$ cat config.mk
export PLATFORM = sky130hd
export DESIGN_NAME = keypad_scanner
export DESIGN_NICKNAME = d
export VERILOG_FILES = /design/src/rtl/keypad_scanner.sv
export SDC_FILE = /design/constraint.sdc
export NUM_CORES = 1
export LEC_CHECK = 0
export CORE_ASPECT_RATIO = 1.25
export CORE_MARGIN = 3
export CORE_UTILIZATION = 50
export CTS_CLUSTER_DIAMETER = 120
export DETAILED_ROUTE_END_ITERATION = 7
export PLACE_DENSITY = 0.81
export SYNTH_ARGS = -nofsm -noshare
export SYNTH_HDL_FRONTEND = slang
export SYNTH_SLANG_ARGS = --single-unit
$ cat constraint.sdc
create_clock -name clk -period 2.3 [get_ports clk]
set_input_delay 0.575 -clock clk [delete_from_list [all_inputs] [get_ports clk]]
set_output_delay 0.575 -clock clk [all_outputs]
set_load 0.005 [all_outputs]
$ cat src/rtl/keypad_scanner.sv
// 4x4 matrix keypad scanner: column synchroniser, tick-paced row scan, press/release
// debounce and held key code. Define KB_PULSE_EN to add the one-cycle kb_press strobe.
`ifndef KBCODE_WID
`define KBCODE_WID 5
`endif

module keypad_scanner #(
  parameter int SCAN_DIV = 50000,
  parameter int DEB_CYC  = 20
) (
  input  logic                   clk,
  input  logic                   rst_n,
  input  logic [3:0]             col_in,
  output logic [3:0]             row_out,
  output logic [`KBCODE_WID-1:0] kb_idx
`ifdef KB_PULSE_EN
  ,
  output logic                   kb_press
`endif
);

  localparam int DIV_W = (SCAN_DIV > 1) ? $clog2(SCAN_DIV) : 1;
  localparam int DEB_W = $clog2(DEB_CYC + 1);
  localparam logic [DIV_W-1:0] DIV_LAST = DIV_W'(SCAN_DIV - 1);
  localparam logic [DEB_W-1:0] DEB_LAST = DEB_W'(DEB_CYC - 1);

  typedef enum logic [1:0] {IDLE, SCAN, DEBOUNCE, PRESSED} state_t;

  state_t                  state_q, state_d;
  logic [DIV_W-1:0]        div_q, div_d;
  logic [DEB_W-1:0]        deb_q, deb_d;
  logic [1:0]              row_q, row_d;
  logic [1:0]              cand_q, cand_d;
  logic [3:0]              sync1_q, col_s_q;
  logic [3:0]              row_out_q, row_out_d;
  logic [`KBCODE_WID-1:0]  kb_idx_q, kb_idx_d;
  logic                    tick;
  logic                    any_low, one_low, match;
  logic [1:0]              low_col;

  function automatic logic [3:0] key_code(input logic [1:0] r, input logic [1:0] c);
    logic [3:0] code;
    code = 4'h0;
    case ({r, c})
      4'h0: code = 4'h1;
      4'h1: code = 4'h2;
      4'h2: code = 4'h3;
      4'h3: code = 4'hA;
      4'h4: code = 4'h4;
      4'h5: code = 4'h5;
      4'h6: code = 4'h6;
      4'h7: code = 4'hB;
      4'h8: code = 4'h7;
      4'h9: code = 4'h8;
      4'hA: code = 4'h9;
      4'hB: code = 4'hC;
      4'hC: code = 4'hE;
      4'hD: code = 4'h0;
      4'hE: code = 4'hF;
      default: code = 4'hD;
    endcase
    return code;
  endfunction

  assign tick = (div_q == DIV_LAST);

  // Classify the synchronised columns: none, exactly one, or several pulled low.
  always_comb begin
    any_low = (col_s_q != 4'hF);
    one_low = 1'b0;
    low_col = 2'd0;
    case (col_s_q)
      4'b1110: begin one_low = 1'b1; low_col = 2'd0; end
      4'b1101: begin one_low = 1'b1; low_col = 2'd1; end
      4'b1011: begin one_low = 1'b1; low_col = 2'd2; end
      4'b0111: begin one_low = 1'b1; low_col = 2'd3; end
      default: ;
    endcase
  end

  assign match = (col_s_q == ~(4'b0001 << cand_q));

  always_comb begin
    state_d  = state_q;
    row_d    = row_q;
    cand_d   = cand_q;
    deb_d    = deb_q;
    kb_idx_d = kb_idx_q;
    div_d    = tick ? '0 : div_q + DIV_W'(1);
    if (tick) begin
      case (state_q)
        IDLE: begin
          if (any_low) begin
            state_d = SCAN;
            row_d   = 2'd0;
          end
        end
        SCAN: begin
          if (one_low) begin
            cand_d  = low_col;
            deb_d   = '0;
            state_d = DEBOUNCE;
          end else if (any_low) begin
            state_d = IDLE;
          end else if (row_q == 2'd3) begin
            state_d = IDLE;
          end else begin
            row_d = row_q + 2'd1;
          end
        end
        DEBOUNCE: begin
          if (!match) begin
            state_d = IDLE;
          end else if (deb_q == DEB_LAST) begin
            state_d  = PRESSED;
            kb_idx_d = {1'b1, key_code(row_q, cand_q)};
            deb_d    = '0;
          end else begin
            deb_d = deb_q + DEB_W'(1);
          end
        end
        PRESSED: begin
          // Any matching tick restarts the release count, so only a clean release ends the hold.
          if (match) begin
            deb_d = '0;
          end else if (deb_q == DEB_LAST) begin
            kb_idx_d[4] = 1'b0;
            deb_d       = '0;
            state_d     = IDLE;
          end else begin
            deb_d = deb_q + DEB_W'(1);
          end
        end
        default: state_d = IDLE;
      endcase
    end
    row_out_d = (state_d == IDLE) ? 4'b0000 : ~(4'b0001 << row_d);
  end

  always_ff @(posedge clk or negedge rst_n) begin
    if (!rst_n) begin
      sync1_q   <= 4'hF;
      col_s_q   <= 4'hF;
      div_q     <= '0;
      state_q   <= IDLE;
      row_q     <= 2'd0;
      cand_q    <= 2'd0;
      deb_q     <= '0;
      row_out_q <= 4'hF;
      kb_idx_q  <= '0;
    end else begin
      sync1_q   <= col_in;
      col_s_q   <= sync1_q;
      div_q     <= div_d;
      state_q   <= state_d;
      row_q     <= row_d;
      cand_q    <= cand_d;
      deb_q     <= deb_d;
      row_out_q <= row_out_d;
      kb_idx_q  <= kb_idx_d;
    end
  end

  assign row_out = row_out_q;
  assign kb_idx  = kb_idx_q;

`ifdef KB_PULSE_EN
  logic press_q, press_d;

  always_comb begin
    press_d = kb_idx_d[4] & ~kb_idx_q[4];
  end

  always_ff @(posedge clk or negedge rst_n) begin
    if (!rst_n) press_q <= 1'b0;
    else        press_q <= press_d;
  end

  assign kb_press = press_q;
`endif

endmodule

==> flow_summary.yaml, run 1 <==
floorplanning:
  fp.dieW_um: 66.3
  rows: 26
  die_y_um: 81.4
  core-area_um2: 4230
  num_io_pins: 15
  die_area_um2: 5400
  start_util_pct: 53.8
critical_path:
  r2r-end: "kb_idx[0]"
  rrSetupSlack_ps: 80
  r2r-start: "div_q[13]"
  start_kind: "flip-flop"
  path_class: "reg2reg"
  crit_required_ps: 2480
  reg2reg_depth: 5
  cp_slowest_stage_delay_ps: 580
  cp_slowest_cell: "or4b_4"
  path_max_fanout: 3
  crit_chain: "or4b_4 > nor4_4 > nand2_1 > or3_1 > mux2_4"
  cp.arrival_ps: 2400
  end_kind: "flip-flop"
placed_design:
  postPlaceCellArea_um2: 2530
  hpwlAfterDp_um: 2830
  dp_slack_ps: 42.4
  gp_congestion: 0.777
  io_buffers: 14
detailed_routing:
  drt_wl_total_um: 4030
  viasPerCell: 5.60
  wl_per_cell_um: 13.6
  drcViolationCount: 0
  ant_nets: 0
  dr_total_vias: 1662
  first_iter_violations: 89
  firstDrtPassIters: 4
hold_path:
  min_path_type: "in2async"
sta:
  hold_violations: 0
  slew_headroom_pct: 64.4
  min_period_over_period_pct: 96.4
  rsz0062_at_grt: "no"
  setup_slack_ps: 81.8
  clock.fmax_mhz: 451
  fin_skew_ps: 10.1
  fin_hold_ws_ps: 333
  max_slew.worst_pin.slew_ps: 535
  setup_tns_ps: 0
  final-max-slew-violation-count: 0
  setup_viol: 0
  period_needed_ps: 2220
global_routing:
  overflow: 0
  antenna_found_initial: 0
  grt_pass1_vias: 1511
  grt_usage_pct: 16.8
  grt_first_pass_wirelength_um: 6820
  grt_max_degree: 45
synth:
  async_flop_share_pct: 100
  ys_ff_latch: 44
  synth_ff_type: "dfrtp_1"
  synth_edf_count: 0
  ys_warn_count: 0
  syn_inst: 217
  syn_area_per_cell_um2: 10.5
  syn_area_um2: 2280
  synthesis.nets: 230
  ys_seq_area_share_pct: 49.0
  synth.distinct_cells: 46
power:
  cellLeakagePower_nw: 1.12
  ir_drop_uv: 535
  p_per_area_nw_per_um2: 530
finish:
  final_common_cell: "dfrtp_1"
  fin_area_um2: 2670
  final_util_pct: 63.1
  layout_common_cells: "dfrtp_1, nand2_1, nor2_1"
  syn2layout_area_growth_pct: 17.3
  drive_above_1_share_pct: 19.5
  nets: 253
  antenna_cells: 0
run:
  cap_violations: 0
cts:
  clockRootBuffer: "clkbuf_8"
  cts_hold_buf: 0
  tritoncts: "done"
  cts_buffers: 5
  clk_pin_slew_ps: 80
  clock_sinks: 44
  clk-insertion-delay-late_ps: 300
  clk_path_buf_depth: 2
  htreeDepth: 2
outcome:
  status: "complete, no violations"
==> what timing repair did <==
action,4_1_cts,5_1_grt
setup endpoints to repair,0,11
buffers inserted,0,1
gates resized for setup,0,7
hold endpoints to repair,0,0
==> worst max-delay path by stage <==
stage               startpoint          to  slack [ps]  cells past startpoint
floorplan            div_q[11]   kb_idx[0]          30                      6
global placement     div_q[13]    deb_q[2]         110                      7
detailed placement   div_q[13]  row_out[1]          40                      6
CTS                  cand_q[0]  row_out[1]          30                      9
global route         div_q[13]   kb_idx[0]           7                      5
finish               div_q[13]   kb_idx[0]          80                      5
==> state kept, by name, summed over array words and instances (netlist names) <==
name	flops
col_s_q	4
row_q	2
sync1_q	4
div_q	16
row_out	4
cand_q	2
kb_idx	5
deb_q	5
state_q	2
==> critical path: cells and delay by family, from the launching register on <==
family | cells | cell delay (ps)
muxes | 1 | 320
DFF | 1 | 410
and+or+nand+nor | 4 | 1360
==> routing by layer <==
layer,share of wire [%],wire length (um),GRT usage [%]
met5,0,0,0
met4,1.7,68,8.54
met3,3.7,151,3.69
met2,50,2030,27.7
met1,44,1780,20.6
==> synthesized netlist by cell type (2+ instances only) <==
library cell / number / area, um^2
dfstp_2: 12 / 315
a21oi_1: 9 / 45.0
and3_1: 5 / 31.3
or2_2: 2 / 12.5
a41oi_1: 2 / 17.5
ha_1: 7 / 87.6
nor4_2: 2 / 25.0
xnor2_1: 13 / 114
nand2_1: 21 / 78.8
nand4_1: 5 / 31.3
nand4b_1: 6 / 52.6
nor3_1: 3 / 15.0
mux2i_1: 4 / 40.0
nand3b_1: 3 / 22.5
nor4_4: 2 / 42.5
a21boi_0: 2 / 15.0
nand3_1: 10 / 50.1
dfrtp_1: 32 / 801
or4b_4: 2 / 27.5
a21o_1: 2 / 15.0
clkbuf_1: 6 / 22.5
nor2_1: 14 / 52.6
buf_2: 4 / 20.0
o21ai_0: 11 / 55.1
xor2_1: 8 / 70.1
inv_1: 10 / 37.5
==> report_power, final <==
part | switching, mW | leakage, nW | total, mW | internal [mW]
registers | 0.00813 | 0.556 | 0.795 | 0.787
clock network | 0.255 | 0.0558 | 0.577 | 0.321
logic | 0.0255 | 0.511 | 0.0432 | 0.0177
total | 0.289 | 1.12 | 1.41 | 1.13
==> logic make-up (layout without fill, tap and decap cells) <==
| group | Yosys count | count (layout) | share of synthesized area, % |
|---|---|---|---|
| xor+xnor | 21 | 21 | 8.08 |
| simple gates | 82 | 82 | 21.8 |
| mux | 6 | 6 | 3.41 |
| fa+ha+maj | 8 | 8 | 4.29 |
| buf+inv | 20 | 44 | 3.52 |
| flops | 44 | 44 | 49.0 |
| compound gates | 36 | 36 | 9.84 |
==> cell type report <==
type / instances / area [um^2]
multi-input combinational: 153 / 1110
fill: 345 / 1560
clock buffer: 5 / 68.8
tap: 56 / 70.1
inverter: 10 / 37.5
timing repair buffer: 26 / 225
clock inverter: 3 / 42.5
sequential: 44 / 1120
==> stage by stage <==
step	std cells	power [mW]
global route	297	1.47
finish	297	1.41
detailed placement	288	0.853
global placement	288	0.852
floorplan	217	0.824
CTS	296	1.43
Power figures use the tool's default switching activity.
==> run 2: changes to the inputs <==
--- a/config.mk
+++ b/config.mk
@@ -5,12 +5,13 @@
 export SDC_FILE = /design/constraint.sdc
 export NUM_CORES = 1
 export LEC_CHECK = 0
+export ABC_AREA = 1
 export CORE_ASPECT_RATIO = 1.25
 export CORE_MARGIN = 3
 export CORE_UTILIZATION = 50
 export CTS_CLUSTER_DIAMETER = 120
 export DETAILED_ROUTE_END_ITERATION = 7
-export PLACE_DENSITY = 0.81
+export PLACE_DENSITY = 0.78
 export SYNTH_ARGS = -nofsm -noshare
 export SYNTH_HDL_FRONTEND = slang
 export SYNTH_SLANG_ARGS = --single-unit
==> constraint.sdc (replaced) <==
create_clock -name clk -period 2.4 [get_ports clk]
set_input_delay 0.6 -clock clk [delete_from_list [all_inputs] [get_ports clk]]
set_output_delay 0.6 -clock clk [all_outputs]
set_load 0.005 [all_outputs]
==> run 2 against run 1 <==
Net effect: cell count is 36% higher; synthesized area is 13% higher; largest cell class is now multi-input combinational cells; maximum frequency increased by 14%.
==> flow_summary.yaml, run 2 <==
outcome:
  status: "complete, no violations"
finish:
  regMostFlops: "div_q"
  drive_above_1_share_pct: 21.5
  antenna_cells: 0
  final_common_cell: "nand2_1"
  syn2layout_area_growth_pct: 12.3
  largest_reg_flops: 16
  nets: 356
  layout_common_cells: "nand2_1, inv_1, dfrtp_1"
critical_path:
  rrSetupSlack_ps: 450
  path_class: "reg2reg"
  r2r-end: "kb_idx[3]"
  start_kind: "flip-flop"
  r2r-start: "cand_q[0]"
  path_max_fanout: 7
  end_kind: "flip-flop"
  crit_required_ps: 2590
  reg2reg_depth: 12
  cp.arrival_ps: 2140
detailed_routing:
  drcViolationCount: 0
  first_iter_violations: 179
  viasPerCell: 5.16
  dr_total_vias: 2083
  firstDrtPassIters: 4
  drt_wl_total_um: 5050
  ant_nets: 0
  wl_per_cell_um: 12.5
global_routing:
  grt_first_pass_wirelength_um: 8980
  grt_pass1_vias: 2097
  overflow: 0
  antenna_found_initial: 0
  grt_max_degree: 36
  grt_usage_pct: 18.7
cts:
  clockRootBuffer: "clkbuf_8"
  tritoncts: "done"
  htreeDepth: 2
  cts_hold_buf: 0
  post_cts_buffers: 0
  cts_buffers: 5
  clk_pin_slew_ps: 90
  cts.repair.resized: 0
  clk_path_buf_depth: 2
  clk-insertion-delay-late_ps: 300
  clock_sinks: 44
floorplanning:
  die_y_um: 86.1
  num_io_pins: 15
  die_area_um2: 6030
  core-area_um2: 4830
  fp.dieW_um: 70.1
  start_util_pct: 53.1
  rows: 28
synth:
  syn_area_per_cell_um2: 7.94
  synth_ff_type: "dfrtp_1"
  ys_ff_latch: 44
  ys_warn_count: 0
  synth.largest_area_cell: "dfrtp_1"
  synth.distinct_cells: 37
  synth_edf_count: 0
  synth.area.top_cells: "dfrtp_1, dfstp_2, nand2_1, inv_1, nor2_1"
  ys_seq_area_share_pct: 43.5
  syn_area_um2: 2560
  async_flop_share_pct: 100
  synth_top_area_share_pct: 31.2
  yosysMostFrequentCell: "nand2_1"
  synthesis.nets: 336
  synth_common_cells: "nand2_1, inv_1, dfrtp_1"
  syn_inst: 323
hold_path:
  min_path_type: "in2async"
sta:
  min_period_over_period_pct: 81.1
  setup_tns_ps: 0
  slew_headroom_pct: 49.0
  max_slew.worst_pin.slew_ps: 765
  fin_skew_ps: 6.13
  hold_violations: 0
  rsz0062_at_grt: "no"
  final-max-slew-violation-count: 0
  clock.fmax_mhz: 514
  setup_viol: 0
  period_needed_ps: 1950
power:
  cellLeakagePower_nw: 1.41
  ir_drop_uv: 590
  p_total_mw: 1.39
  p_per_area_nw_per_um2: 483
run:
  cap_violations: 0
placed_design:
  io_buffers: 14
  hpwlAfterDp_um: 3810
  gp_congestion: 0.843
[run 2: cell types whose count changed in the layout (fill, tap and decap cells not counted), moves of 6 or more]
cell,delta
inv_1,+25
nand4b_1,-6
nor2_1,+15
nand2_2,+9
nand2_1,+57
buf_4,-10
nand3_1,+6
xnor2_1,-13
inv_2,+19
[run 2: worst max-delay path by stage]
stage | startpoint | endpoint | slack, ps | depth (start not counted)
after floorplan | cand_q[0] | kb_idx[2] | 700 | 12
after global placement | cand_q[0] | kb_idx[2] | 530 | 12
after detailed placement | cand_q[0] | kb_idx[3] | 460 | 12
after CTS | cand_q[0] | kb_idx[3] | 430 | 12
after global routing | cand_q[0] | kb_idx[3] | 180 | 12
final | cand_q[0] | kb_idx[3] | 450 | 12
[run 2: cells by family after synthesis]
logic type                 after synthesis  share of synthesized area [%]
and+or+nand+nor                        167                           32.4
AOI/OAI and AO/OA                       39                           9.12
DFF                                     44                           43.5
buffers and inverters                   59                           9.12
adders and majority gates                7                           3.41
xor gates and xnor gates                 7                           2.39
[run 2: layer usage]
metal	global-route usage, %	wire [um]	up-vias
li1	-	-	1066
met1	20.8	2100	968
met2	34.1	2640	39
met3	3.40	183	10
met4	8.89	129	0
met5	0	0	-
[run 2: final cells by class]
cell class	instances	area, um^2
inverter	56	210
timing repair buffer	16	150
tap	60	75.1
fill	428	1950
clock buffer	5	68.8
multi-input combinational	220	1210
sequential	44	1120
clock inverter	3	46.3
[run 2: stage by stage]
stage / worst slack, ps / std cells / util, % / hold WS, ps / cell area, um^2
floorplan: 704 / 323 / - / 304 / 2560
detailed placement: 457 / 396 / 57.2 / 347 / 2770
CTS: 433 / 404 / 59.6 / 365 / 2880
global placement: 529 / 396 / 57.2 / 346 / 2770
finish: 453 / 404 / 59.6 / 359 / 2880
global route: 183 / 404 / 59.6 / 365 / 2880
[run 2: worst max-delay path, stage by stage, from the launching register on]
cell	delay, ps
dfrtp_1	470
inv_1	120
ha_1	250
inv_1	80
nand2_1	50
nand2_1	60
nand2_1	60
nor2_2	210
nand3_1	140
nor2_2	200
inv_2	90
nand2_1	60
o21ai_1	60
[run 2: power breakdown]
part           switching, mW  internal, mW  leakage, nW
logic                 0.0306        0.0157        0.798
clock network          0.273         0.314       0.0548
registers            0.00570         0.754        0.558
==> run 3: changes to the inputs <==
--- a/config.mk
+++ b/config.mk
@@ -11,7 +11,7 @@
 export CORE_UTILIZATION = 50
 export CTS_CLUSTER_DIAMETER = 120
 export DETAILED_ROUTE_END_ITERATION = 7
-export PLACE_DENSITY = 0.78
+export PLACE_DENSITY = 0.8
 export SYNTH_ARGS = -nofsm -noshare
 export SYNTH_HDL_FRONTEND = slang
 export SYNTH_SLANG_ARGS = --single-unit
==> constraint.sdc (replaced) <==
create_clock -name clk -period 1.6 [get_ports clk]
set_input_delay 0.4 -clock clk [delete_from_list [all_inputs] [get_ports clk]]
set_output_delay 0.4 -clock clk [all_outputs]
set_load 0.005 [all_outputs]
==> run 3 against run 2 <==
Net effect: the run now ends with negative setup slack left; sequential share of layout area down 5.8 points; non-clock buffer count up 41; critical path depth is 2 higher; core utilization up 11 points; sequential power rose by 50%; worst hold slack got worse by 310 ps; critical path type unchanged; critical endpoint is now row_out[3].
==> flow_summary.yaml, run 3 (synthesis gave the netlist of run 2 again) <==
sta:
  clock.fmax_mhz: 552
  slew_headroom_pct: 77.2
  fin_skew_ps: 16.0
  setup_viol: 20
  rsz0062_at_grt: "yes"
  fin_hold_ws_ps: 52.6
  final-max-slew-violation-count: 0
  period_needed_ps: 1810
  setup_slack_ps: -213
  max_slew.worst_pin.slew_ps: 339
  hold_violations: 0
  min_period_over_period_pct: 113
  setup_tns_ps: -2540
critical_path:
  critPathTopFamily: "simple AND/OR/NAND/NOR gates"
  cp.buffers_inverters: 3
  crit_chain: "inv_4 > ha_4 > inv_2 > nand2_2 > nand2_2 > nor2_4 > nand2_2 > nand2_2 > nand2_2 > nand3_2 > nand2_2 > nand3_4 > nand2_1 > inv_1"
  cp.depth: 14
  reg2reg_depth: 14
  path_max_fanout: 4
  start_kind: "flip-flop"
  path_class: "reg2reg"
  cp.arrival_ps: 2060
  crit_required_ps: 1850
  cp_slowest_stage_delay_ps: 490
  cp_slowest_cell: "dfrtp_2"
  end_kind: "flip-flop"
  crit_top_cell: "nand2_2"
floorplanning:
  fp.dieW_um: 70.1
  num_io_pins: 15
  start_util_pct: 53.1
  die_y_um: 86.1
  die_area_um2: 6030
  core-area_um2: 4830
  rows: 28
placed_design:
  hpwlAfterDp_um: 4070
  io_buffers: 14
  postPlaceCellArea_um2: 3010
  gp_congestion: 0.864
  dp_slack_ps: -158
finish:
  nFillCells: 344
  syn2layout_area_growth_pct: 32.7
  regMostFlops: "div_q"
  layout_common_cells: "nand2_1, buf_4, dfrtp_1"
  final_common_cell: "nand2_1"
  nets: 398
  largest_reg_flops: 16
  fin_area_um2: 3400
  antenna_cells: 0
  drive_above_1_share_pct: 40.2
cts:
  htreeDepth: 2
  tritoncts: "done"
  clockRootBuffer: "clkbuf_8"
  clk-insertion-delay-late_ps: 310
  cts_buffers: 5
  cts_hold_buf: 0
  clk_path_buf_depth: 2
  clk_pin_slew_ps: 90
  clock_sinks: 44
detailed_routing:
  viasPerCell: 5.35
  drcViolationCount: 0
  firstDrtPassIters: 4
  first_iter_violations: 229
  dr_total_vias: 2386
  ant_nets: 0
  drt_wl_total_um: 6430
  wl_per_cell_um: 14.4
global_routing:
  overflow: 0
  grt_pass1_vias: 2349
  grt_max_degree: 45
  antenna_found_initial: 0
  grt_usage_pct: 21.2
  grt_first_pass_wirelength_um: 10100
power:
  cellLeakagePower_nw: 1.70
  p_per_area_nw_per_um2: 582
  p_total_mw: 1.98
  ir_drop_uv: 885
outcome:
  status: "complete, but fails checks"
  violations: "negative setup slack"
hold_path:
  min_path_type: "in2async"
run:
  cap_violations: 0
run 3: changes by cell type in the layout (fill, tap and decap cells not counted), sizes merged:
cell,previous run,this run
nor2,40,41
dlymetal6s2s,0,1
bufinv,1,0
clkbuf,5,7
buf,3,44
inv,55,54
clkdlybuf4s50,13,8
dlygate4sd2,0,4
run 3: worst paths after layout:
check	start	end	slack, ps
min reg2reg	sync1_q[1]	col_s_q[1]	350
min	rst_n	deb_q[2]	50
max reg2reg	cand_q[0]	row_out[3]	-210
max	cand_q[0]	row_out[3]	-210
max in group asynchronous	rst_n	row_out[2]	1260
min in group clk	sync1_q[1]	col_s_q[1]	350
run 3: cell type report:
type                       count  area, um^2  share of cell area, %
clock inverter                 1        7.51                  0.221
clock buffer                   7        86.3                   2.54
inverter                      56         215                   6.32
tap                           60        75.1                   2.21
sequential                    44        1120                   32.9
multi-input combinational    221        1410                   41.4
timing repair buffer          57         490                   14.4
run 3: report_power, final:
group,total (mW),internal (mW),switching [mW]
logic,0.0967,0.0349,0.0618
clock network,0.747,0.352,0.396
registers,1.14,1.13,0.00789
total,1.98,1.52,0.465
run 3: per-stage QoR:
stage	util, %	cells
after floorplan	-	323
after global placement	62.2	422
after detailed placement	62.2	422
after CTS	67.2	437
after global routing	70.4	446
final	70.4	446
run 3: per-layer routing:
| metal | global-route usage, % | wire [um] | share of wire, % | vias up |
|---|---|---|---|---|
| met2 | 38.6 | 3450 | 54 | 79 |
| met3 | 3.40 | 239 | 3.7 | 30 |
| met1 | 24.0 | 2410 | 38 | 1126 |
| met4 | 10.5 | 321 | 5.0 | 0 |
| met5 | 0 | 0 | 0 | - |
| li1 | - | - | - | 1151 |
run 3: worst reg2reg max path, cell delays in order (launching register included):
cell and delay (ps):
dfrtp_2 490, inv_4 110, ha_4 170, inv_2 40, nand2_2 60, nand2_2 80
nor2_4 160, nand2_2 100, nand2_2 80, nand2_2 70, nand3_2 90, nand2_2 90
nand3_4 120, nand2_1 60, inv_1 50
run 3: timing repair:
item	in CTS	in global routing
pin swaps	15	14
buffers inserted	6	12
cloned	1	0
setup endpoints to repair	22	29
gates resized for setup	30	30
